===== config.mk =====
export PLATFORM = sky130hd
export DESIGN_NAME = norm_pipe
export DESIGN_NICKNAME = d
export VERILOG_FILES = /design/src/rtl/norm_pipe.sv
export SDC_FILE = /design/constraint.sdc
export NUM_CORES = 1
export LEC_CHECK = 0
export ABC_AREA = 1
export BUFFER_PORTS_ARGS = -buffer_cell sky130_fd_sc_hd__buf_2
export CORE_UTILIZATION = 50
export CTS_CLUSTER_DIAMETER = 40
export DETAILED_ROUTE_END_ITERATION = 10
export PLACE_DENSITY = 0.71
export SYNTH_ARGS = -nofsm -noshare
export SYNTH_HDL_FRONTEND = slang
export SYNTH_SLANG_ARGS = --single-unit

===== constraint.sdc =====
create_clock -name clk -period 3.3 [get_ports clk]
set_clock_uncertainty 0.05 [all_clocks]
set_input_delay 0.33 -clock clk [delete_from_list [all_inputs] [get_ports clk]]
set_output_delay 0.33 -clock clk [all_outputs]
set_load 0.005 [all_outputs]

===== src/rtl/norm_pipe.sv =====
// Two-stage post-add normaliser: S1 registers the operands plus a leading-zero
// count, S2 registers the shifted fraction, adjusted exponent and flags.
module norm_pipe #(
  parameter int MW     = 24,
  parameter int EW     = 8,
  parameter int DENORM = 1
) (
  input  logic          clk,
  input  logic          rst_n,
  input  logic          in_valid_i,
  output logic          in_ready_o,
  input  logic [MW-1:0] in_mant_i,
  input  logic          in_of_i,
  input  logic [EW-1:0] in_exp_i,
  input  logic          in_sign_i,
  output logic          out_valid_o,
  input  logic          out_ready_i,
  output logic [MW-2:0] out_mant_o,
  output logic [EW-1:0] out_exp_o,
  output logic          out_sign_o,
  output logic          out_zero_o,
  output logic          out_uflow_o,
  output logic          out_oflow_o,
  output logic          out_sticky_o
);
  localparam int LZW = $clog2(MW + 1);
  localparam int XW  = EW + 2;
  localparam logic signed [XW-1:0] ONE_X   = XW'(1);
  localparam logic signed [XW-1:0] EXP_MAX = XW'((1 << EW) - 1);

  logic           s1_valid_q, s1_valid_d;
  logic [MW-1:0]  s1_mant_q;
  logic           s1_of_q;
  logic [EW-1:0]  s1_exp_q;
  logic           s1_sign_q;
  logic [LZW-1:0] s1_lz_q;
  logic [LZW-1:0] lz;

  logic           s2_valid_d;
  logic [MW-2:0]  mant_d;
  logic [EW-1:0]  exp_d;
  logic           zero_d, uflow_d, oflow_d, sticky_d;

  logic           s1_load, s2_load;

  // Valid/ready: a word moves on any edge where valid & ready are both high.
  // A stage loads when empty or when the stage after it drains; no skid buffer.
  assign s2_load    = !out_valid_o | out_ready_i;
  assign s1_load    = !s1_valid_q | s2_load;
  assign in_ready_o = s1_load;
  assign s1_valid_d = s1_load ? in_valid_i : s1_valid_q;
  assign s2_valid_d = s2_load ? s1_valid_q : out_valid_o;

  always_comb begin
    lz = LZW'(MW);
    for (int i = 0; i < MW; i++) begin
      if (in_mant_i[i]) lz = LZW'(MW - 1 - i);
    end
  end

  always_ff @(posedge clk or negedge rst_n) begin
    if (!rst_n) begin
      s1_valid_q <= 1'b0;
      s1_mant_q  <= '0;
      s1_of_q    <= 1'b0;
      s1_exp_q   <= '0;
      s1_sign_q  <= 1'b0;
      s1_lz_q    <= '0;
    end else begin
      s1_valid_q <= s1_valid_d;
      if (s1_load && in_valid_i) begin
        s1_mant_q <= in_mant_i;
        s1_of_q   <= in_of_i;
        s1_exp_q  <= in_exp_i;
        s1_sign_q <= in_sign_i;
        s1_lz_q   <= lz;
      end
    end
  end

  logic signed [XW-1:0] exp_x, lz_x, exp_inc, exp_norm;
  logic [LZW-1:0]       sh;
  logic [MW-1:0]        mant_sh;

  assign exp_x    = signed'(XW'(s1_exp_q));
  assign lz_x     = signed'(XW'(s1_lz_q));
  assign exp_inc  = exp_x + ONE_X;
  assign exp_norm = exp_x - lz_x;

  always_comb begin
    mant_d   = '0;
    exp_d    = '0;
    zero_d   = 1'b0;
    uflow_d  = 1'b0;
    oflow_d  = 1'b0;
    sticky_d = 1'b0;
    sh       = '0;
    mant_sh  = '0;
    if (s1_of_q) begin
      sticky_d = s1_mant_q[0];
      if (exp_inc >= EXP_MAX) begin
        oflow_d = 1'b1;
        exp_d   = '1;
      end else begin
        mant_d = s1_mant_q[MW-1:1];
        exp_d  = exp_inc[EW-1:0];
      end
    end else if (s1_mant_q == '0) begin
      zero_d = 1'b1;
    end else if (exp_norm >= ONE_X) begin
      sh      = s1_lz_q;
      mant_sh = s1_mant_q << sh;
      mant_d  = mant_sh[MW-2:0];
      exp_d   = exp_norm[EW-1:0];
    end else begin
      // Exponent would go below 1: shift only as far as exponent 1 allows.
      uflow_d = 1'b1;
      if (DENORM != 0) begin
        if (s1_exp_q != '0) sh = LZW'(s1_exp_q - 1'b1);
        mant_sh = s1_mant_q << sh;
        mant_d  = mant_sh[MW-2:0];
      end else begin
        zero_d = 1'b1;
      end
    end
  end

  always_ff @(posedge clk or negedge rst_n) begin
    if (!rst_n) begin
      out_valid_o  <= 1'b0;
      out_mant_o   <= '0;
      out_exp_o    <= '0;
      out_sign_o   <= 1'b0;
      out_zero_o   <= 1'b0;
      out_uflow_o  <= 1'b0;
      out_oflow_o  <= 1'b0;
      out_sticky_o <= 1'b0;
    end else begin
      out_valid_o <= s2_valid_d;
      if (s2_load && s1_valid_q) begin
        out_mant_o   <= mant_d;
        out_exp_o    <= exp_d;
        out_sign_o   <= s1_sign_q;
        out_zero_o   <= zero_d;
        out_uflow_o  <= uflow_d;
        out_oflow_o  <= oflow_d;
        out_sticky_o <= sticky_d;
      end
    end
  end
endmodule

# Word level (Yosys, flattened, before mapping)
# Cells that the tools add are included.
# W data, S select, Z words.
[word_totals]
mem_count = 0
mem_bits_rw = 0
regBits = 77
word_cells = 73
mem_bits_ro = 0
inputBits = 38
latch_bits = 0
out_inout_bits = 38
[op_classes]
bitwise_logic = 2
add_sub_neg = 3
n_mux = 44
n_reduce_logical = 6
eq_ne = 0
order_cmp = 2
n_div = 0
n_shift = 2
multipliers = 0
[ops]
columns = ["cell", "count"]
rows = [
  ["$mux W5", 25],
  ["$mux W23", 4],
  ["$shl A24 B5 Y23", 2],
  ["$mux W8", 4],
  ["$logic_not A24 Y1", 1],
  ["$mux W4", 3],
  ["$add A8 B1 Y9 const B", 1],
  ["$ge A9 B2 Y1 const B", 1],
  ["$ge A9 B8 Y1 const B", 1],
  ["$sub A8 B5 Y9", 1],
  ["$mux W1", 8],
  ["$reduce_bool A8 Y1", 1],
  ["$sub A5 B1 Y5 const B", 1],
  ["$logic_and A1 B1 Y1", 2],
  ["$logic_not A1 Y1", 2],
  ["$or A1 B1 Y1", 2],
]

# Depth between registers and ports, before layout
# Gate-level depths: netlist of run 1.
[depth]
ltp_word = 24
depth_mapped = 25
ltp_nobuf = 25

# Least setup slack after synthesis of run 1
# OpenSTA, ideal clock, no wires.
[synth_path]
kind = "reg-to-reg"
from = "register s1_exp_q[0]"
to = "register out_mant_o[14]"
synth_period_minus_slack_ps = 2945
path_slack_ps = 355
setup_ps = 118
arrival_time_ps = 2777
stages_incl_launch_ff = 24
t_required_ps = 3132
n_path_buf = 2
cell_sequence = "dfrtp_1 > inv_1 > ha_1 > inv_1 > fa_1 > nand2_1 > nand2_1 > nand3_2 > nand2_2 > xor2_2 > nor2_1 > nand2_2 > nand2_4 > buf_6 > o21ai_1 > nand2_2 > buf_6 > nand3_2 > nand3_1 > nand2_1 > nand2_1 > nand2_1 > o21bai_1 > inv_1"
[synth_between]
elab_chain_len = 9
word_cells_on_any_way = 15
classes_between = "add/sub: 3; order compare: 2; shift: 1; mux: 8; reduce/logical: 1"
[synth_rtl]
columns = ["element", "line_no", "source"]
rows = [
  ["from (decl)", "34", "logic [EW-1:0] s1_exp_q;"],
  ["from (signal assigned)", "74", "s1_exp_q <= in_exp_i;"],
  ["$sub A5 B1 Y5 / $reduce_bool A8 Y1 (equally long branches)", "119", "if (s1_exp_q != '0) sh = LZW'(s1_exp_q - 1'b1);"],
  ["$mux W5", "119", ""],
  ["$mux W5", "110", "end else if (exp_norm >= ONE_X) begin"],
  ["$mux W5", "108", "end else if (s1_mant_q == '0) begin"],
  ["$mux W5", "99", "if (s1_of_q) begin"],
  ["$shl A24 B5 Y23", "120", "mant_sh = s1_mant_q << sh;"],
  ["$mux W23", "110", ""],
  ["$mux W23", "108", ""],
  ["$mux W23 (*)", "99", ""],
  ["to (signal assigned)", "141", "out_mant_o <= mant_d;"],
  ["to (decl)", "18", "output logic [MW-2:0] out_mant_o,"],
]
# Every way passes the cells marked *; elsewhere a longest branch is shown, timed or not. The select of a mux whose other input is x is not followed.
# A chain may end at the register's enable or synchronous reset.

# Worst setup path in the final report of run 1
[layout_path]
from = "register s1_exp_q[0]"
to = "register out_mant_o[18]"
# The elaborated chain is that of the path after synthesis.

==> results of run 1 <==
==> logic make-up (layout without fill, tap and decap cells) <==
logic type / count (synthesis) / count (layout)
XOR/XNOR: 9 / 9
adder cells (fa/ha/maj): 10 / 10
flip-flops: 77 / 77
AND/OR/NAND/NOR: 441 / 442
AO/OA/AOI/OAI: 110 / 110
buffers and inverters: 122 / 220
==> stage by stage <==
step	util (%)	total power, mW	setup slack [ns]
after floorplan	-	2.49	0.355
after global placement	57.4	3.15	0.178
after detailed placement	57.4	3.17	0.106
after CTS	59.1	3.83	0.0513
after global routing	61.5	4.26	-0.0374
final	61.5	3.98	0.112
==> layout by cell type (no fill, tap or decap), types with 6 or more instances in the layout <==
cell type  Yosys  final
nand2_1      249    247
nand3_1      105    100
inv_1         85     83
dfrtp_1       77     77
buf_2          5     74
o21ai_0       56     54
nor2_1        41     40
buf_4          4     29
a32oi_1       15     15
clkbuf_8       0     10
nand2_2        9      9
nand3_2        4      9
nand4_1        8      8
nor4_1         8      8
a21oi_1        8      8
ha_1           9      8
inv_2          5      6
o21ai_1        5      6
==> repair_timing <==
item                                    4_1_cts  5_1_grt
hold endpoints to repair                      0        0
endpoints found under the setup margin        0       20
buffers inserted                              0        7
gates resized for setup                       0       33
==> path summary, 6_finish.rpt <==
check	end
worst max register to register	out_mant_o[18]
worst min-delay path	out_sign_o
max in group asynchronous	s1_mant_q[18]
worst min register to register	out_zero_o
worst max-delay path	out_mant_o[18]
min in group clk	s1_exp_q[4]
==> power breakdown <==
part	total, mW	switching, mW	leakage [nW]	internal (mW)
Sequential	1.41	0.216	0.952	1.20
Combinational	1.91	1.15	2.25	0.759
Clock	0.654	0.359	0.0836	0.295
Total	3.98	1.73	3.29	2.25
==> area by class of cell <==
cell class                      count  area, sq um
Timing Repair inverter              2         12.5
Multi-Input combinational cell    571         2940
Sequential cell                    77         1930
Fill cell                         998         3960
Clock inverter                      3         21.3
Timing Repair Buffer              112          761
Tap cell                          136          170
Clock buffer                       13          149
Inverter                           90          343
==> sequential cells by signal, indices dropped and copies added (netlist names), 5 cells and up <==
name	cells
out_mant_o	23
s1_mant_q	24
s1_exp_q	8
s1_lz_q	5
out_exp_o	8
==> worst max-delay path: cells and delay by family, from the launching register on <==
kind                     cells  cell delay, ns
flip-flops                   1            0.40
buffers and inverters        5            0.56
AO/OA/AOI/OAI                2            0.33
adder cells (fa/ha/maj)      2            0.54
AND/OR/NAND/NOR             14            1.24
==> metal layers <==
layer,GRT usage (%),vias up,routed length [um]
met1,45.8,2636,7660
met2,46.1,294,7280
met3,6.30,28,1810
met5,0,-,0
li1,-,2720,-
met4,9.15,0,306
==> metrics, run 1 <==
total CTS buffers=9; Synth Flop Type=dfrtp_1; Design Area, Final=6320 sq um; Crit path top cell by count=nand2_1; Slowest-stage cell, CP=dfrtp_1; Ports=76; Max-cap violations=0; share of layout cells above drive strength 1=20.3%; Req. time, crit path=3.54 ns; crit path launch type=register; internal reg-to-reg setup slack=0.11 ns; synthesis-stage register bit count=77; area leader, netlist=dfrtp_1; Peak supply drop=0.256 mV; Clock Sinks=77; Cell Count, Final, Fillers Out=1004; Critical Path AT=3.43 ns; Skew-Pair Late Insertion Delay=0.36 ns; Initial Util=between 50% and 60%; Inserted Diodes=0; Synth Net Count=817; number of global-route vias before repair=5134; Post-Route WL=17100 um; worst min path class=in2async; H-tree depth=3; vias=5678; cts hold-fix bufs=0; Crit path largest cell delay=around 0.40 ns; Synth area leaders=dfrtp_1, nand2_1, nand3_1; max-slew violation total from the final report=0; CTS tree=built; number of flops mapped to enable cells by yosys=0; Crit Path Class=reg2reg; Seq/Total Area, Yosys=36.4%; Max Fclk=314 MHz; row count=37; largest fanout on the critical path=6; crit-path cells=inv_2 > ha_2 > inv_2 > fa_2 > nand2_1 > nand2_2 > a21o_1 > nand2_2 > nand3_1 > nor2_1 > nand2_2 > nand2_4 > buf_6 > nand4_1 > o21ai_4 > buf_12 > clkbuf_16 > nand3_1 > nand3_1 > nand2_1 > nand2_1 > nand2_1 > nand2_1; Post-Syn Area=5300 sq um; RSZ-0062 raised after global routing=yes; Clock transition at path regs=0.08 ns; gp weighted congestion=between 0.9 and 1; DRT iter0 DRCs=542; pin count of the biggest net entering global routing=between 70 and 80; Commonest cells post-synth=nand2_1, nand3_1, inv_1; Leak=3.29 nW; total grt overflow=0; Setup-failing EPs final=0; WL/cell=17.0 um; cells on worst reg2reg path=23; drt drc=0; Die W=105 um; post-synth cell types=45; post-synthesis async set-or-reset flop share=100%; dpl hpwl=12500 um; status=completed; FF-to-FF Start=s1_exp_q[0]; first-pass GRT wire length=26500 um; Worst setup EP type=register; PortBufs=75; CORE AREA=around 10000 sq um; CTS max path bufs=2; simple-gate area share of the yosys netlist=36.6%; Pre-Repair DR Iteration Count=5; Power Dens Cells=630 nW/um^2; Adder-Cell Fraction of Synth Area=2.50%; Routed Antenna Nets=0; Hold Vio Cnt, Final=0; Inst Count DP=975; most frequent cell after synthesis=nand2_1; Final TNS setup=0 ns; Total GRT Usage=~31%; Synthesis Warnings=0; Post-DP Area=between 5000 and 6000 sq um; post-synthesis xor/xnor area fraction=between 1.5 and 2%; Critical Path Start=s1_exp_q[0]; fin crit period=3.19 ns; Synth Area in Compound Gates=about an eighth; Area Overhead vs Synth=19.3%; Worst-Margin Slew=0.979 ns; initial antenna violation count=0; Slew HR=34.7%; main combinational cell family by area after synthesis=simple AND/OR/NAND/NOR gates; post-synthesis mux area share=0%; hold_ws=0.0764 ns; Yosys top cell area share=about 36%; chip height=105 um; Avg Cell Area, Syn=6.89 sq um; Mapped Cells=769; CTS Root Cell=clkbuf_8; Final period util=between 90% and 100%; vias per inst=5.66; die area=11000 sq um; nets@finish=911
Power figures use the tool's default switching activity.
==> inputs of run 2 (changes only) <==
--- a/config.mk
+++ b/config.mk
@@ -5,12 +5,12 @@
 export SDC_FILE = /design/constraint.sdc
 export NUM_CORES = 1
 export LEC_CHECK = 0
-export ABC_AREA = 1
 export BUFFER_PORTS_ARGS = -buffer_cell sky130_fd_sc_hd__buf_2
 export CORE_UTILIZATION = 50
 export CTS_CLUSTER_DIAMETER = 40
 export DETAILED_ROUTE_END_ITERATION = 10
-export PLACE_DENSITY = 0.71
+export MAX_ROUTING_LAYER = met4
+export PLACE_DENSITY = 0.72
 export SYNTH_ARGS = -nofsm -noshare
 export SYNTH_HDL_FRONTEND = slang
 export SYNTH_SLANG_ARGS = --single-unit
==> run 2 against run 1 <==
Against the previous run: the run now ends with setup timing left; wire length decreased by 4.3%; count of clock-buffer cells in the layout down 4; non-clock buffer count rose by 64; critical path type unchanged.
==> metrics, run 2 <==
status=finished with violations; failing checks=setup timing; fillers=730; Synth Flop Type=dfrtp_1; Routed Antenna Nets=0; Area Overhead vs Synth=36.3%; Skew-Pair Late Insertion Delay=~0.36 ns; Seq/Total Area, Yosys=38.9%; total CTS buffers=9; FF-to-FF Start=s1_exp_q[0]; Synth Net Count=582; Post-DP Area=6070 sq um; Max Fclk=about 250 MHz; pin count of the biggest net entering global routing=78; Final period util=123%; RR Endpoint=out_mant_o[14]; Setup-failing EPs final=23; row count=35; number of global-route vias before repair=about 4600; CTS max path bufs=2; Worst-Margin Slew=0.991 ns; gp weighted congestion=0.960; internal reg-to-reg setup slack=-0.76 ns; Die W=102 um; Slew HR=33.7%; post-route setup slack=-0.765 ns; Leak=about 3 nW; Ports=76; Mapped Cells=534; Largest Register=s1_mant_q; synthesis-stage register bit count=77; worst min path class=in2async; fin crit period=4.06 ns; die area=10300 sq um; area leader, netlist=dfrtp_1; Post-Route WL=16300 um; Crit Path Class=reg2reg; dpl hpwl=~12000 um; Clock transition at path regs=0.09 ns; Regs by FF count=s1_mant_q (24), out_mant_o (23); Yosys top cell area share=38.9%; nets@finish=742; Inserted Diodes=0; number of flops mapped to enable cells by yosys=0; Hold Vio Cnt, Final=0; first-pass GRT wire length=roughly 25000 um; commonest non-fill, non-tap cell in the layout=buf_4; H-tree depth=3; Worst setup EP type=register; Max-cap violations=0; highest-count cells in the layout ignoring fill and taps=buf_4, dfrtp_1, buf_2; cts hold-fix bufs=0; Avg Cell Area, Syn=9.29 sq um; largest fanout on the critical path=5; crit path launch type=register; RSZ-0062 raised after global routing=yes; DRT iter0 DRCs=328; max-slew violation total from the final report=0; initial antenna violation count=0; CTS tree=built; Synth area leaders=dfrtp_1, mux2i_1, mux2_2; Power Dens Cells=approximately 590 nW/um^2; post-synth cell types=62; Peak supply drop=0.358 mV; Synthesis Warnings=0; Total GRT Usage=~34%; share of layout cells above drive strength 1=41.7%; Pre-Repair DR Iteration Count=5; Design Area, Final=6760 sq um; Commonest cells post-synth=dfrtp_1, nand2_1, nor2_1; total grt overflow=0; Final TNS setup=-14.02 ns; WL/cell=19.7 um; post-synthesis async set-or-reset flop share=100%; Post-Syn Area=4960 sq um; chip height=102 um; vias per inst=5.98; Critical Path AT=between 4 and 5 ns; vias=4942; CORE AREA=around 9400 sq um; Req. time, crit path=3.51 ns; Initial Util=52.7%; max FFs per register=24; CTS Root Cell=clkbuf_8; drt drc=0; PortBufs=75; Clock Sinks=77; most frequent cell after synthesis=dfrtp_1; cells on worst reg2reg path=16
-- run 2: cell count changes after synthesis, moves of 28 or more --
cell	previous run	this run
mux2_2	0	38
o21ai_0	56	28
mux2i_1	0	43
nand2_1	249	62
inv_1	85	16
nand3_1	105	11
-- run 2: logic make-up (layout without fill, tap and decap cells) --
group	Yosys count	after routing	synth area share (%)
compound gates	134	134	18.4
buf+inv	44	207	4.29
simple gates	175	175	16.0
fa+ha+maj	10	10	2.67
xor+xnor	12	12	2.12
flops	77	77	38.9
mux	82	83	17.6
-- run 2: metal layers --
layer / vias to the layer above / global-route usage, % / wire, um
li1: 2287 / - / -
met2: 254 / 48.5 / 7300
met1: 2372 / 47.5 / 7500
met3: 29 / 5.87 / 1210
met4: 0 / 10.7 / 325
met5: - / - / 0
-- run 2: how the worst max path moves through the flow --
stage / from / end / slack, ns / depth (start not counted)
2_1_floorplan: s1_exp_q[0] / out_mant_o[14] / -0.62 / 16
3_3_place_gp: s1_exp_q[0] / out_mant_o[13] / -0.61 / 16
3_5_place_dp: s1_exp_q[0] / out_mant_o[16] / -0.76 / 16
4_1_cts: s1_exp_q[0] / out_mant_o[14] / -0.69 / 14
5_1_grt: s1_exp_q[0] / out_mant_o[14] / -0.86 / 16
6_report: s1_exp_q[0] / out_mant_o[14] / -0.76 / 16
-- run 2: critical path: stages (launching register included) --
cell	delay, ns
dfrtp_1	0.39
inv_2	0.08
ha_4	0.13
inv_2	0.03
fa_2	0.36
a211oi_4	0.26
o21ai_2	0.11
xnor2_2	0.15
or4_4	0.55
o21ai_4	0.21
mux2_4	0.38
buf_4	0.16
mux2i_4	0.19
mux2i_1	0.14
mux2_4	0.28
a221o_1	0.29
o22a_1	0.17
-- run 2: through the flow --
stage / hold WS, ns / utilization (%) / setup slack, ns / power, mW / instances
final: 0.0630 / 71.8 / -0.765 / 3.96 / 827
after detailed placement: 0.411 / 64.4 / -0.761 / 2.86 / 797
after CTS: 0.112 / 68.4 / -0.690 / 3.75 / 818
after floorplan: -0.0156 / - / -0.623 / 2.14 / 534
after global routing: 0.135 / 71.8 / -0.863 / 4.16 / 827
after global placement: 0.391 / 64.4 / -0.614 / 2.84 / 797
-- run 2: power by group --
part,internal [mW],switching (mW),total [mW]
Combinational,0.922,0.893,1.81
Sequential,1.14,0.204,1.34
Clock,0.422,0.381,0.803
Total,2.48,1.48,3.96
-- run 2: area by class of cell --
cell class / instances / area, sq um / area share (%)
flip-flops and latches: 77 / 1930 / 28.5
inverters: 16 / 60.1 / 0.888
clock inverters: 6 / 88.8 / 1.31
multi-input cells: 414 / 3210 / 47.5
clock buffers: 9 / 124 / 1.83
well taps: 129 / 161 / 2.39
repair buffers: 176 / 1190 / 17.5
-- run 2: what timing repair did --
item	CTS	global route
endpoints found under the setup margin	23	24
buffers inserted	5	9
gates resized for setup	24	52
pin swaps	4	6
cloned	1	0
